`config.mk`:
```
export PLATFORM = sky130hd
export DESIGN_NAME = pc_sequencer_flat
export DESIGN_NICKNAME = d
export VERILOG_FILES = /design/src/rtl/rv32i_pkg.sv /design/src/rtl/pc_sequencer_if.sv /design/src/rtl/pcAdder.sv /design/src/rtl/pc_sequencer.sv /design/src/flat_wrapper.sv
export SDC_FILE = /design/constraint.sdc
export NUM_CORES = 1
export LEC_CHECK = 0
export CAP_MARGIN = 20
export CORE_UTILIZATION = 45
export DETAILED_ROUTE_END_ITERATION = 10
export PLACE_DENSITY = 0.72
export SYNTH_ARGS = -nofsm -noshare
export SYNTH_HDL_FRONTEND = slang
export SYNTH_HIERARCHICAL = 1
export SYNTH_SLANG_ARGS = --single-unit
```
`constraint.sdc`:
```
create_clock -name clk -period 3.6 [get_ports clk]
set_input_delay 0.72 -clock clk [delete_from_list [all_inputs] [get_ports clk]]
set_output_delay 0.72 -clock clk [all_outputs]
set_load 0.005 [all_outputs]
```
`src/rtl/rv32i_pkg.sv`:
```
// rtl/rv32i_pkg.sv - shared RV32I fetch constants and sequencer state encoding
package rv32i_pkg;

    localparam int XLEN = 32;

    localparam logic [XLEN-1:0] DEFAULT_RESET_VECTOR = 32'h0000_0000;
    localparam logic [XLEN-1:0] DEFAULT_INC          = 32'd4;

    typedef logic [1:0] pc_state_t;

    localparam pc_state_t ST_BOOT  = 2'd0;
    localparam pc_state_t ST_FETCH = 2'd1;
    localparam pc_state_t ST_HOLD  = 2'd2;
    localparam pc_state_t ST_TRAP  = 2'd3;

endpackage

```
`src/rtl/pc_sequencer_if.sv`:
```
// rtl/pc_sequencer_if.sv - fetch-side handshake bundle of the pc sequencer
interface pc_sequencer_if;
    import rv32i_pkg::*;

    logic            stall_i;
    logic            redirect_i;
    logic [XLEN-1:0] redirect_pc_i;
    logic            imem_ack_i;
    logic            imem_req_o;
    logic [XLEN-1:0] imem_addr_o;
    logic            fetch_valid_o;
    logic [XLEN-1:0] fetch_pc_o;
    logic [XLEN-1:0] fetch_pc_plus4_o;
    logic            misaligned_o;

    // master: the sequencer itself; slave: pipeline/memory side driving it
    modport master (
        input  stall_i, redirect_i, redirect_pc_i, imem_ack_i,
        output imem_req_o, imem_addr_o, fetch_valid_o, fetch_pc_o,
        output fetch_pc_plus4_o, misaligned_o
    );

    modport slave (
        output stall_i, redirect_i, redirect_pc_i, imem_ack_i,
        input  imem_req_o, imem_addr_o, fetch_valid_o, fetch_pc_o,
        input  fetch_pc_plus4_o, misaligned_o
    );

endinterface

```
`src/rtl/pcAdder.sv`:
```
// rtl/pcAdder.sv - pc incrementer, wraps modulo 2^XLEN
module pcAdder
    import rv32i_pkg::*;
(
    input  logic [XLEN-1:0] a,
    input  logic [XLEN-1:0] b,
    output logic [XLEN-1:0] y
);

    assign y = a + b;

endmodule

```
`src/rtl/pc_sequencer.sv`:
```
// rtl/pc_sequencer.sv - instruction fetch pc sequencer with stall, redirect and misalignment trap
module pc_sequencer
    import rv32i_pkg::*;
#(
    parameter logic [XLEN-1:0] RESET_VECTOR = DEFAULT_RESET_VECTOR,
    parameter logic [XLEN-1:0] INC          = DEFAULT_INC
) (
    input  logic            clk,
    input  logic            rst,
    pc_sequencer_if.master  bus
);

    pc_state_t       state_q;
    logic [XLEN-1:0] pc_q;
    logic [XLEN-1:0] pc_next;
    logic            redirect_take;
    logic            redirect_bad;

    pcAdder u_pc_adder (
        .a (pc_q),
        .b (INC),
        .y (pc_next)
    );

    assign bus.imem_req_o  = (state_q == ST_FETCH);
    assign bus.imem_addr_o = pc_q;

    // BOOT never honours a redirect; everywhere else it outranks stall and ack
    assign redirect_take = bus.redirect_i && (state_q != ST_BOOT);
    assign redirect_bad  = |bus.redirect_pc_i[1:0];

    always_ff @(posedge clk or posedge rst) begin
        if (rst) begin
            state_q              <= ST_BOOT;
            pc_q                 <= RESET_VECTOR;
            bus.fetch_valid_o    <= 1'b0;
            bus.fetch_pc_o       <= '0;
            bus.fetch_pc_plus4_o <= '0;
            bus.misaligned_o     <= 1'b0;
        end else if (state_q == ST_BOOT) begin
            state_q <= ST_FETCH;
        end else if (redirect_take) begin
            bus.fetch_valid_o <= 1'b0;
            if (redirect_bad) begin
                bus.misaligned_o <= 1'b1;
                state_q          <= ST_TRAP;
            end else begin
                pc_q             <= bus.redirect_pc_i;
                bus.misaligned_o <= 1'b0;
                state_q          <= ST_FETCH;
            end
        end else if (state_q == ST_FETCH) begin
            if (bus.stall_i) begin
                state_q <= ST_HOLD;
            end else if (bus.imem_ack_i) begin
                pc_q                 <= pc_next;
                bus.fetch_valid_o    <= 1'b1;
                bus.fetch_pc_o       <= pc_q;
                bus.fetch_pc_plus4_o <= pc_next;
            end else begin
                bus.fetch_valid_o <= 1'b0;
            end
        end else if (state_q == ST_HOLD) begin
            // leaving HOLD drops the held instruction so decode never sees it twice
            if (!bus.stall_i) begin
                state_q           <= ST_FETCH;
                bus.fetch_valid_o <= 1'b0;
            end
        end
    end

endmodule

```
`src/flat_wrapper.sv`:
```
// flat-port wrapper written by rule: the top's interface ports become plain ports
module pc_sequencer_flat import rv32i_pkg::*;
#(
    parameter logic [XLEN-1:0] RESET_VECTOR = DEFAULT_RESET_VECTOR,
    parameter logic [XLEN-1:0] INC          = DEFAULT_INC
)
  (clk, rst, bus_stall_i, bus_redirect_i, bus_redirect_pc_i, bus_imem_ack_i, bus_imem_req_o, bus_imem_addr_o, bus_fetch_valid_o, bus_fetch_pc_o, bus_fetch_pc_plus4_o, bus_misaligned_o);
  pc_sequencer_if bus_i ();
  input  logic clk;
  input  logic rst;
  input wire logic [$bits(bus_i.stall_i)-1:0] bus_stall_i;
  input wire logic [$bits(bus_i.redirect_i)-1:0] bus_redirect_i;
  input wire logic [$bits(bus_i.redirect_pc_i)-1:0] bus_redirect_pc_i;
  input wire logic [$bits(bus_i.imem_ack_i)-1:0] bus_imem_ack_i;
  output wire logic [$bits(bus_i.imem_req_o)-1:0] bus_imem_req_o;
  output wire logic [$bits(bus_i.imem_addr_o)-1:0] bus_imem_addr_o;
  output wire logic [$bits(bus_i.fetch_valid_o)-1:0] bus_fetch_valid_o;
  output wire logic [$bits(bus_i.fetch_pc_o)-1:0] bus_fetch_pc_o;
  output wire logic [$bits(bus_i.fetch_pc_plus4_o)-1:0] bus_fetch_pc_plus4_o;
  output wire logic [$bits(bus_i.misaligned_o)-1:0] bus_misaligned_o;
  assign bus_i.stall_i = bus_stall_i;
  assign bus_i.redirect_i = bus_redirect_i;
  assign bus_i.redirect_pc_i = bus_redirect_pc_i;
  assign bus_i.imem_ack_i = bus_imem_ack_i;
  assign bus_imem_req_o = bus_i.imem_req_o;
  assign bus_imem_addr_o = bus_i.imem_addr_o;
  assign bus_fetch_valid_o = bus_i.fetch_valid_o;
  assign bus_fetch_pc_o = bus_i.fetch_pc_o;
  assign bus_fetch_pc_plus4_o = bus_i.fetch_pc_plus4_o;
  assign bus_misaligned_o = bus_i.misaligned_o;
  pc_sequencer #(.RESET_VECTOR(RESET_VECTOR), .INC(INC)) u_core (.clk(clk), .rst(rst), .bus(bus_i));
endmodule
```
After elaboration in Yosys (flattened, before gate mapping)
Cells that the tools add are included.
- output and inout bits: 99
- memory bits (writable): 0
- input port bits: 37
- register bits: 100
- bits in latches: 0
- memories kept: 0
- ROM bits: 0
- bitwise operators: 3
- reduce and logical (&&, ||, !) cells: 13
- multiply operators: 0
- div/mod/pow operators: 0
- multiplexer cells: 19
- $lt $le $gt $ge: 0
- shift-type cells: 0
- $add $sub $neg: 1
- eq/ne operators: 8
- operators with widths (operator ; number):
    32-bit two-way mux ; 5
    32-bit by 3-bit adder with 32-bit output, second input constant ; 1
    2-bit two-way mux ; 7
    5-bit AND reduction ; 2
    1-bit two-way mux ; 7
    3-bit by 2-bit inequality test with 1-bit output, second input constant ; 2
    2-bit nonzero test ; 3
    4-bit by 1-bit inequality test with 1-bit output, second input constant ; 1
    4-bit by 2-bit inequality test with 1-bit output, second input constant ; 1
    4-bit AND reduction ; 1
    4-bit nonzero test ; 1
    1-bit inverter ; 3
    3-bit AND reduction ; 1
    3-bit nonzero test ; 1
    2-bit by 1-bit equality test with 1-bit output, second input constant ; 1
    2-bit equality test, second input constant ; 1
    2-bit logical NOT ; 1
    2-bit by 1-bit inequality test with 1-bit output, second input constant ; 1
    2-bit inequality test, second input constant ; 1
    2-bit AND reduction ; 1
    2-bit OR reduction ; 1
    1-bit logical AND ; 1

Depth between registers and ports, before layout
Gate-level depths: netlist (run 1).
- depth after elaboration: 5
- depth in mapped cells: 10
- mapped depth without buffers: 10

By module
The synthesis (run 1) kept the hierarchy.
- modules (own cells, without submodules) (module ; instances ; cells each ; sequential area each (um^2) ; area an instance (um^2)):
    pc_sequencer ; 1 ; 280 ; 2502.4 ; 4081.4
    pcAdder ; 1 ; 241 ; 0.0 ; 1744.2

Least setup slack after synthesis (run 1)
OpenSTA, ideal clock, no wires.
- path kind: reg-to-reg
- start: register u_core.pc_q[2], in the netlist u_core/bus.imem_addr_o[2]
- end: register u_core.pc_q[31], in the netlist u_core/bus.imem_addr_o[31]
- slack: 1.025 ns
- stages on the path, launching flop included: 10
- arrival: 2.453 ns
- buffers on the path: 0
- period minus slack after synthesis: 2.575 ns
- setup time: 0.123 ns
- data required time: 3.477 ns
- cells stage by stage: dfrtp_1 -> ha_1 -> o211ai_1 -> o21ai_2 -> o21bai_4 -> a22oi_4 -> a311oi_4 -> o311a_1 -> or3_1 -> o221a_2
- cells in the longest elaborated chain, start to end: 5
- ends and longest elaborated chain (what ; RTL line ; source):
    start, declared ; pc_sequencer.sv:14 ; logic [XLEN-1:0] pc_q;
    start signal, assigned ; pc_sequencer.sv:48 ; pc_q <= bus.redirect_pc_i;
    start signal, assigned ; pc_sequencer.sv:56 ; pc_q <= pc_next;
    32-bit by 3-bit adder with 32-bit output ; pcAdder.sv:10 ; assign y = a + b;
    net u_core.pc_next[31] ; pc_sequencer.sv:15 ; logic [XLEN-1:0] pc_next;
    32-bit two-way mux ; pc_sequencer.sv:55 ; end else if (bus.imem_ack_i) begin
    32-bit two-way mux ; pc_sequencer.sv:53 ; if (bus.stall_i) begin
    32-bit two-way mux ; pc_sequencer.sv:52 ; end else if (state_q == ST_FETCH) begin
    32-bit two-way mux ; pc_sequencer.sv:42 ; end else if (redirect_take) begin
The timed path passes the listed nets, and every way through them passes these cells. The select of a mux whose other input is x is not followed.
A chain may end at the register's enable or synchronous reset.

Worst setup path after layout (run 1)
Same ends and word-level chain as after synthesis.

==> impl_results.md, run 1 <==
* Status: finished, final reports clean
* Overall routing resource usage at 21.6%
* Area Growth Syn to Fin at 32.2%
* Final min period at 2.76 ns
* CP max FO at 4
* Largest family of logic cells by synthesized area: compound AO/OA/AOI/OAI gates
* Ports at 136
* Root Buffer: clkbuf_16
* HPWL after DPL at 9790 um
* PortBufs at 135
* Cells after Synth at 521
* Crit. End Element: flip-flop
* Buf/Inv on CP at 0
* Mapped cell area at 5830 um^2
* Hold Crit Class: flip-flop to flip-flop
* Setup Viol. Count Final at 0
* Routed WL at 13,600 um
* Path depth of the worst reg2reg path at 9
* Syn_area_per_cell at 11.2 um^2
* Remaining antenna violation count at 0
* Post-Synth Adder-Cell Area at 7.00%
* Required time worst endpoint at 3.84 ns
* Die extent in x at 116 um
* Setup TNS at 0 ns
* Rows at 41
* Setup Crit Path Kind: flip-flop to flip-flop
* Hold_buf cts at 0
* CTS Buffer Depth at 2
* RSZ-0062 raised after global routing: false
* Simple-Gate Fraction of Synth Area at 9.94%
* EDFF count, synth at 0
* CTS-repair resized insts at 0
* Worst-path clk slew at 0.07 ns
* Max VDD drop at 407 uV
* Leakage Power at 3.20 nW
* Core area at 12,600 um^2
* Clk_lat worst skew at 0.35 ns
* Fill cell count at 1,077
* Post-CTS repair timing setup buffer count at 0
* CP startpoint kind: flip-flop
* Initial Util at 46.2%
* Hold Crit Depth at 1
* Worst Path Arrival at 3.00 ns
* Post-synth top flop: dfrtp_1
* Crit path depth at 9
* Largest net degree at the start of global routing at 97
* Gr ovfl total at 0
* PwrDens at 580 nW/um^2
* WL per Instance at 16.0 um
* Post-Synth XOR/XNOR Area at 4.21%
* CP Cell Sequence: ha_1 > o211ai_1 > o21ai_2 > o21bai_4 > a22oi_4 > a311oi_4 > o311a_1 > or3_1 > o221a_2
* Slew at the pin closest to its max-slew limit at 0.826 ns
* Max Cap Viol at 0
* First-pass GRT wire length at 22,300 um
* Gpl congestion at 0.826
* Fmax at 0.362 GHz
* Number of CTS-inserted buffers at 9
* Hold Violations, Final at 0
* Mux share of post-synthesis cell area at 12.7%
* CTS H-tree depth at 3
* Pre-antenna DRT Iters at 4
* Final worst path period share at 76.7%
* Top Family by Delay on Critical Path: compound AO/OA/AOI/OAI gates
* Vias per cell at 5.53
* Share of cells above drive strength 1 at 18.8%
* Slowest-stage cell, CP: dfrtp_1
* Placed Cells at 831
* Clock Skews at 0.00561 ns
* CTS tree: yes
* CTS Sinks at 100
* Register area share after synthesis at 43.0%
* Synth warnings at 6
* Post-synth cell types at 62
* Ys async rst share at 100%
* Post-layout util at 61.0%
* Slowest stage delay, CP at 0.42 ns
* Number of remaining DRC errors at 0
* Antenna violations before repair at 0
* Nets at 740
* Pins Over Slew Limit at 0
* Worst relative slew slack at 45.0%
* Diodes inserted at 0
* Vias at 4,690
* Die Height at 116 um
* Register bit count reported by yosys at 100
* Compound-gate portion of the synthesized area at 19.4%
* Vias in the first global route at 4,522
* Die area at 13,400 um^2
* Layout Cells excl Fill at 848
* Detailed Route Iter0 Violations at 207
[final timing paths]
check / slack, ns / end / startpoint
max: 0.84 / u_core/bus.imem_addr_o[31] / u_core/bus.imem_addr_o[2]
min: 0.50 / u_core/bus.fetch_pc_o[8] / u_core/bus.fetch_pc_o[8]
max reg2reg: 0.84 / u_core/bus.imem_addr_o[31] / u_core/bus.imem_addr_o[2]
min reg2reg: 0.50 / u_core/bus.fetch_pc_o[8] / u_core/bus.fetch_pc_o[8]
max in group asynchronous: 2.13 / u_core/bus.imem_addr_o[31] / rst
min in group asynchronous: 0.78 / u_core/bus.fetch_pc_plus4_o[17] / rst
[cells in the mapped netlist, drive strengths merged, types with 3 or more instances]
cell type / number / area share [%]
o221a: 30 / 5.8
buf: 17 / 1.9
mux2: 64 / 12
o21bai: 5 / 0.84
a311oi: 3 / 0.75
ha: 31 / 6.7
o211ai: 3 / 0.39
nand2: 20 / 1.3
or3: 27 / 2.9
dfrtp: 100 / 43
o21ai: 24 / 2.1
nor2: 15 / 0.97
or2: 4 / 0.43
o21a: 3 / 0.39
o22ai: 3 / 0.32
nand4: 8 / 0.86
a21o: 19 / 2.4
xnor2: 13 / 2.0
a21oi: 29 / 2.5
nor3: 5 / 0.43
inv: 13 / 0.84
nand3: 10 / 0.86
a211oi: 4 / 0.73
clkbuf: 14 / 0.90
a31oi: 3 / 0.32
nor2b: 3 / 0.32
xor2: 15 / 2.3
nor4b: 5 / 0.75
[state kept, by name, summed over array words and instances, names as in the netlist]
signal,flops
u_core/bus.fetch_pc_o,32
u_core/bus.fetch_pc_plus4_o,32
u_core/bus.fetch_valid_o,1
u_core/bus.imem_addr_o,32
u_core/bus.misaligned_o,1
u_core/state_q,2
[cell type report]
cell class | instances | area [um^2] | area share, %
well taps | 172 | 215 | 2.80
clock buffers | 9 | 225 | 2.93
inverters | 13 | 51.3 | 0.666
flip-flops and latches | 100 | 2500 | 32.5
clock inverters | 7 | 53.8 | 0.699
multi-input cells | 408 | 3240 | 42.1
repair buffers | 139 | 1410 | 18.3
[metrics by stage]
stage / setup WS, ns / power (mW) / cell area (um^2) / hold WS [ns]
CTS: 0.832 / 4.49 / 7690 / 0.508
global placement: 0.919 / 3.50 / 7410 / 0.481
finish: 0.840 / 4.46 / 7700 / 0.503
global route: 0.672 / 4.75 / 7700 / 0.516
floorplan: 0.261 / 2.61 / 5940 / 0.473
detailed placement: 0.855 / 3.56 / 7410 / 0.492
[cells by family (layout without fill, tap and decap cells)]
group,Yosys count,in the layout
AOI/OAI and AO/OA,143,143
and+or+nand+nor,106,106
DFF,100,100
muxes,66,66
buffers and inverters,44,168
adders and majority gates,32,32
xor gates and xnor gates,28,28
other,2,33
[cell usage in the layout (no fill, tap or decap), types with 5 or more instances in the layout]
master	count
clkdlybuf4s50_1	135
dfrtp_1	100
mux2_2	64
conb_1	33
ha_1	31
a21oi_1	29
o221a_2	28
or3_1	27
o21ai_0	21
nand2_1	19
a21o_1	19
nor2_1	15
xor2_1	15
xnor2_1	13
inv_1	12
nand3_1	10
clkbuf_16	9
nand4_1	8
nor4b_1	5
nor3_1	5
[worst reg2reg max path, cell delays in order (launching register included)]
cell	delay, ns
dfrtp_1	0.42
ha_1	0.36
o211ai_1	0.11
o21ai_2	0.24
o21bai_4	0.10
a22oi_4	0.25
a311oi_4	0.15
o311a_1	0.34
or3_1	0.37
o221a_2	0.30
[per-layer routing]
layer,track usage [%],part of all wire [%],wire (um)
met1,28.0,45,6090
met2,35.4,49,6640
met3,5.13,4.5,613
met4,7.35,1.5,206
met5,0,0,0
[power breakdown]
group,switching [mW],total [mW],internal (mW)
sequential,0.213,1.69,1.47
combinational,0.733,1.87,1.14
clock,0.436,0.906,0.470
Note: power is estimated with default switching activity, not from simulation.
==> run 2: changes to the inputs <==
PLACE_DENSITY = 0.75   (was 0.72)
clock period = 2.4 ns   (was 3.6 ns; I/O delays follow)
==> run 2 against run 1 <==
Compared with the run above: the flow now finishes with violations (setup timing); die area unchanged; largest power group unchanged; clock power up 67%; count of clock-buffer cells in the layout up 3; critical path depth unchanged; clock skew up 0.0017 ns; cell count up 6.4%; combinational power up 72%; sequential share of layout area down 2.5 points; via count up 7.0%; largest cell class unchanged; sequential cell count unchanged.
==> impl_results.md, run 2 (synthesis gave the netlist of run 1 again) <==
* Status: finished, violations left
* Failing checks: setup timing
* Max VDD drop at 479 uV (+18%)
* Remaining antenna violation count at 0 (unchanged)
* Commonest non-fill, non-tap cells in the layout: 135 x clkdlybuf4s50_1, 100 x dfrtp_1, 64 x mux2_2, 51 x buf_4, 33 x conb_1
* Die Height at 116 um (unchanged)
* CTS Sinks at 100 (unchanged)
* Final worst path period share at 106% (+30 points)
* Worst-path clk slew at 0.07 ns (about the same)
* Pins Over Slew Limit at 0 (unchanged)
* Gpl congestion at 0.905 (+9.5%)
* CTS H-tree depth at 3 (unchanged)
* Largest net degree at the start of global routing at 101 (+4.1%)
* Routed WL at 15,500 um (+14%)
* Post-place instance area at 7860 um^2 (+6.1%)
* Total power at 7.25 mW (+62%)
* Clock Skews at 0.00731 ns (+0.00169 ns)
* RSZ-0062 raised after global routing: true
* Layout Cells excl Fill at 902 (+6.4%)
* PortBufs at 135 (unchanged)
* Die extent in x at 116 um (unchanged)
* Core area at 12,600 um^2 (unchanged)
* Max Cap Viol at 0 (unchanged)
* Worst relative slew slack at 60.6% (+16 points)
* Commonest non-fill, non-tap cell in the layout: clkdlybuf4s50_1
* Share of cells above drive strength 1 at 27.4% (+8.6 points)
* Placed Cells at 876 (+5.4%)
* Hold Crit Class: flip-flop to flip-flop
* Hold Crit Depth at 1 (unchanged)
* Ports at 136 (unchanged)
* PwrDens at 868 nW/um^2 (+50%)
* CTS Buffer Depth at 2 (unchanged)
* Fmax at 0.392 GHz (+8.3%)
* Number of CTS-inserted buffers at 9 (unchanged)
* Vias at 5,016 (+7.0%)
* Slew at the pin closest to its max-slew limit at 0.591 ns (-0.235 ns)
* Required time worst endpoint at 2.65 ns (-1.19 ns)
* Overall routing resource usage at 23.4% (+1.9 points)
* Root Buffer: clkbuf_16
* WL per Instance at 17.1 um (+7.2%)
* Setup TNS at -0.519 ns (-0.519 ns)
* Vias in the first global route at 5,065 (+12%)
* CTS tree: yes
* Path depth of the worst reg2reg path at 9 (unchanged)
* Area Growth Syn to Fin at 43.3%
* Leakage Power at 3.50 nW (+9.6%)
* CP max FO at 2 (-2)
* R2R setup slack at -0.15 ns (-0.99 ns)
* Multi-input gate area at 3420 um^2 (+5.5%)
* Number of remaining DRC errors at 0 (unchanged)
* Fill cell count at 1,001 (-7.1%)
* Detailed Route Iter0 Violations at 382 (+85%)
* Gr ovfl total at 0 (unchanged)
* Final min period at 2.55 ns (-0.212 ns)
* Diodes inserted at 0 (unchanged)
* Post-route cell area at 8350 um^2 (+8.5%)
* Initial Util at 46.2% (unchanged)
* Hold Violations, Final at 0 (unchanged)
* Pre-antenna DRT Iters at 5 (+1)
* HPWL after DPL at 10,500 um (+7.7%)
* Die area at 13,400 um^2 (unchanged)
* Vias per cell at 5.56 (+0.55%)
* Nets at 794 (+7.3%)
* Setup Crit Path Kind: flip-flop to flip-flop
* Worst Path Arrival at 2.79 ns (-0.21 ns)
* Antenna violations before repair at 0 (unchanged)
* CP startpoint kind: flip-flop
* Clk_lat worst skew at 0.36 ns (about the same)
* Crit. End Element: flip-flop
* Reg area at 2500 um^2 (unchanged)
* Setup slack after layout at -0.149 ns (-0.988 ns)
* Worst hold slack at 0.504 ns (+0.000897 ns)
* Setup Viol. Count Final at 8 (+8)
* First-pass GRT wire length at 24,400 um (+9.2%)
* Rows at 41 (unchanged)
## run 2: cell types whose count changed in the layout (fill, tap and decap cells not counted), sizes merged
cell      before  now
buf            4   58
clkbuf         9   12
clkinv         4    2
bufinv         0    1
clkinvlp       3    2
inv           13   12
## run 2: what timing repair did
action | 4_1_cts | 5_1_grt
setup endpoints to repair | 11 | 25
setup buffers | 4 | 7
gates resized for setup | 2 | 17
pin swaps | 7 | 14
hold buffers | 0 | 0
## run 2: worst paths after layout
path | start | endpoint
max | u_core/bus.imem_addr_o[2] | u_core/bus.imem_addr_o[31]
min | u_core/bus.fetch_pc_o[2] | u_core/bus.fetch_pc_o[2]
max reg2reg | u_core/bus.imem_addr_o[2] | u_core/bus.imem_addr_o[31]
min reg2reg | u_core/bus.fetch_pc_o[2] | u_core/bus.fetch_pc_o[2]
max in group asynchronous | rst | u_core/bus.imem_addr_o[26]
min in group asynchronous | rst | u_core/bus.imem_addr_o[28]
## run 2: layout make-up
cell class                      instances  share of cell area, %
Multi-Input combinational cell        408                   40.9
Sequential cell                       100                   30.0
Timing Repair Buffer                  193                   22.2
Clock buffer                           12                   3.07
Tap cell                              172                   2.58
Inverter                               13                  0.629
Clock inverter                          4                  0.569
## run 2: routing by layer
metal	part of all wire [%]	track usage [%]	routed length, um
met4	2.1	10.6	324
met1	45	30.3	6910
met3	5.2	3.97	805
met5	0	0	0
met2	48	38.6	7410
## run 2: power breakdown
group	internal, mW	switching, mW	total [mW]	leakage [nW]
Clock	0.863	0.649	1.51	0.149
Sequential	2.21	0.313	2.52	1.15
Combinational	1.95	1.26	3.21	2.21
Total	5.02	2.22	7.25	3.50
## run 2: stage by stage
step	utilization, %	worst slack [ns]
6_report	66.2	-0.149
5_1_grt	66.2	-0.240
4_1_cts	65.0	-0.144
3_5_place_dp	62.3	-0.177
3_3_place_gp	62.3	-0.113
2_1_floorplan	-	-0.216
## run 2: critical path, stage by stage (launching register included)
cell and delay, ns:
dfrtp_1 0.41, ha_4 0.28, o211ai_1 0.10, o21ai_2 0.24
o21bai_4 0.09, a22oi_4 0.20, a311oi_4 0.11, o311a_1 0.35
or3_4 0.38, o221a_4 0.28
==> run 3: changes to the inputs <==
CORE_MARGIN = 2   (was not set)
PLACE_DENSITY = 0.76   (was 0.75)
SKIP_LAST_GASP = 1   (was not set)
==> run 3 against run 2 <==
Compared with the run above: the flow still finishes with violations (setup timing); clock power up 5%; non-clock buffer count unchanged; design area up 1.3%; critical path depth up 1; critical endpoint unchanged; largest cell class unchanged; highest routed layer unchanged.
==> impl_results.md, run 3 (synthesis gave the netlist of run 1 again) <==
* Pre-CTS WS at -0.204 ns (-0.0275 ns)
* HP Start: u_core/bus.misaligned_o
* Required time worst endpoint at 2.64 ns (about the same)
* Post-layout util at 67.0% (+0.87 points)
* Max VDD drop at 506 uV (+5.5%)
* Clock Skews at 0.00880 ns (+0.00150 ns)
* Number of CTS-inserted buffers at 9 (unchanged)
* Hold Violations, Final at 0 (unchanged)
* Vias per cell at 5.50 (-1.1%)
* Multi-input gate area at 3500 um^2 (+2.4%)
* Slowest stage delay, CP at 0.39 ns (-0.02 ns)
* Leakage Power at 3.55 nW (+1.4%)
* Failing checks: setup timing
* Layout Cells excl Fill at 901 (-0.11%)
* Post-route cell area at 8460 um^2 (+1.3%)
* Die area at 13,900 um^2 (+3.5%)
* CTS tree: yes
* Fill cell count at 990 (-1.1%)
* Largest net degree at the start of global routing at 101 (unchanged)
* Commonest non-fill, non-tap cell in the layout: clkdlybuf4s50_1
* Slew at the pin closest to its max-slew limit at 0.584 ns (-0.00686 ns)
* Worst Path Arrival at 2.79 ns (about the same)
* Max Cap Viol at 0 (unchanged)
* Number of remaining DRC errors at 0 (unchanged)
* R2r endpoint: u_core/bus.imem_addr_o[31]
* CTS Buffer Depth at 2 (unchanged)
* Gr ovfl total at 0 (unchanged)
* CP Cell Sequence: ha_1 > o21a_1 > o211ai_1 > o21bai_4 > a22oi_4 > a311oi_4 > buf_4 > nor4_4 > or3_4 > o221a_2
* Vias in the first global route at 5,024 (-0.81%)
* Worst Hold End: u_core/bus.misaligned_o
* HPWL after DPL at 10,500 um (-0.19%)
* Path depth of the worst reg2reg path at 10 (+1)
* Worst hold slack at 0.497 ns (-0.00720 ns)
* Commonest non-fill, non-tap cells in the layout: 135 x clkdlybuf4s50_1, 100 x dfrtp_1, 61 x mux2_2, 49 x buf_4, 33 x conb_1
* Remaining antenna violation count at 0 (unchanged)
* Hold Crit Depth at 2 (+1)
* Crit. End Element: flip-flop
* Setup Viol. Count Final at 16 (+8)
* First-pass GRT wire length at 24,900 um (+2.3%)
* Nets at 794 (unchanged)
* Die extent in x at 118 um (+1.7%)
* R2R Path Start: u_core/bus.imem_addr_o[5]
* Die Height at 118 um (+1.7%)
* Pins Over Slew Limit at 0 (unchanged)
* Gpl congestion at 0.880 (-2.8%)
* Total power at 7.41 mW (+2.3%)
* PortBufs at 135 (unchanged)
* Final min period at 2.55 ns (+0.000406 ns)
* Rows at 41 (unchanged)
* PwrDens at 876 nW/um^2 (+0.96%)
* CTS H-tree depth at 3 (unchanged)
* Placed Cells at 872 (-0.46%)
* Initial Util at 46.2% (unchanged)
* Top Metal Used: met4
* RSZ-0062 raised after global routing: true
* CTS Sinks at 100 (unchanged)
* Diodes inserted at 0 (unchanged)
* WL per Instance at 17.1 um (about the same)
* WL met3 at 719 um (-11%)
* R2R setup slack at -0.15 ns (about the same)
* Routed WL at 15,400 um (about the same)
* DRT met1 WL at 7000 um (+1.3%)
* Detailed Route Iter0 Violations at 319 (-16%)
* Final worst path period share at 106% (about the same)
* Fmax at 0.392 GHz (about the same)
* Share of cells above drive strength 1 at 28.7% (+1.3 points)
* Setup slack after layout at -0.149 ns (-0.000406 ns)
* CP max FO at 3 (+1)
* Setup TNS at -0.926 ns (-0.408 ns)
* Post-place instance area at 7830 um^2 (-0.45%)
* CP startpoint kind: flip-flop
* Overall routing resource usage at 22.1% (-1.3 points)
* Worst-path clk slew at 0.07 ns (about the same)
* Root Buffer: clkbuf_16
* Antenna violations before repair at 0 (unchanged)
* Vias at 4,957 (-1.2%)
* Worst relative slew slack at 60.1% (-0.55 points)
* Met2 routed WL at 7420 um (about the same)
* Reg area at 2500 um^2 (unchanged)
* Hold Crit Class: flip-flop to flip-flop
* Clk_lat worst skew at 0.36 ns (about the same)
* Ports at 136 (unchanged)
* Setup Crit Path Kind: flip-flop to flip-flop
* Pre-antenna DRT Iters at 4 (-1)
* Core area at 12,600 um^2 (unchanged)
* Hold_buf cts at 0 (unchanged)
* Status: finished, violations left
* Area Growth Syn to Fin at 45.2%
* Slowest-stage cell, CP: dfrtp_1
## run 3: worst max-delay path by stage
stage | startpoint | endpoint | slack, ns | cells past startpoint
after global placement | u_core/bus.imem_addr_o[2] | u_core/bus.imem_addr_o[31] | -0.15 | 9
after detailed placement | u_core/bus.imem_addr_o[2] | u_core/bus.imem_addr_o[31] | -0.20 | 9
after floorplan | u_core/bus.imem_addr_o[4] | u_core/bus.imem_addr_o[31] | -0.22 | 9
after global routing | u_core/bus.imem_addr_o[5] | u_core/bus.imem_addr_o[31] | -0.22 | 10
final | u_core/bus.imem_addr_o[5] | u_core/bus.imem_addr_o[31] | -0.15 | 10
after CTS | u_core/bus.imem_addr_o[5] | u_core/bus.imem_addr_o[31] | -0.12 | 10
## run 3: layer usage
metal	global-route usage [%]	up-vias
li1	-	2351
met1	29.5	2464
met2	35.4	121
met3	5.33	21
met4	7.30	0
met5	0	-
## run 3: power breakdown
group	leakage (nW)	switching, mW	internal, mW	total [mW]
clock	0.158	0.629	0.962	1.59
sequential	1.15	0.316	2.21	2.53
combinational	2.25	1.29	2.00	3.29
total	3.55	2.24	5.17	7.41
## run 3: final cells by class
type | count | area share, %
multi-input combinational | 408 | 41.4
inverter | 13 | 0.621
tap | 172 | 2.54
clock inverter | 4 | 0.858
clock buffer | 11 | 2.99
timing repair buffer | 193 | 22.0
sequential | 100 | 29.6
## run 3: what timing repair did
item                       4_1_cts  5_1_grt
setup endpoints to repair       17       29
pin swaps                       10       20
buffers inserted                 5        9
resized for setup                4       36
## run 3: worst max-delay path: cells and delay by family, from the launching register on
family                   cells  cell delay (ns)
AND/OR/NAND/NOR              2             0.38
flip-flops                   1             0.39
AO/OA/AOI/OAI                6             1.16
buffers and inverters        1             0.18
adder cells (fa/ha/maj)      1             0.31
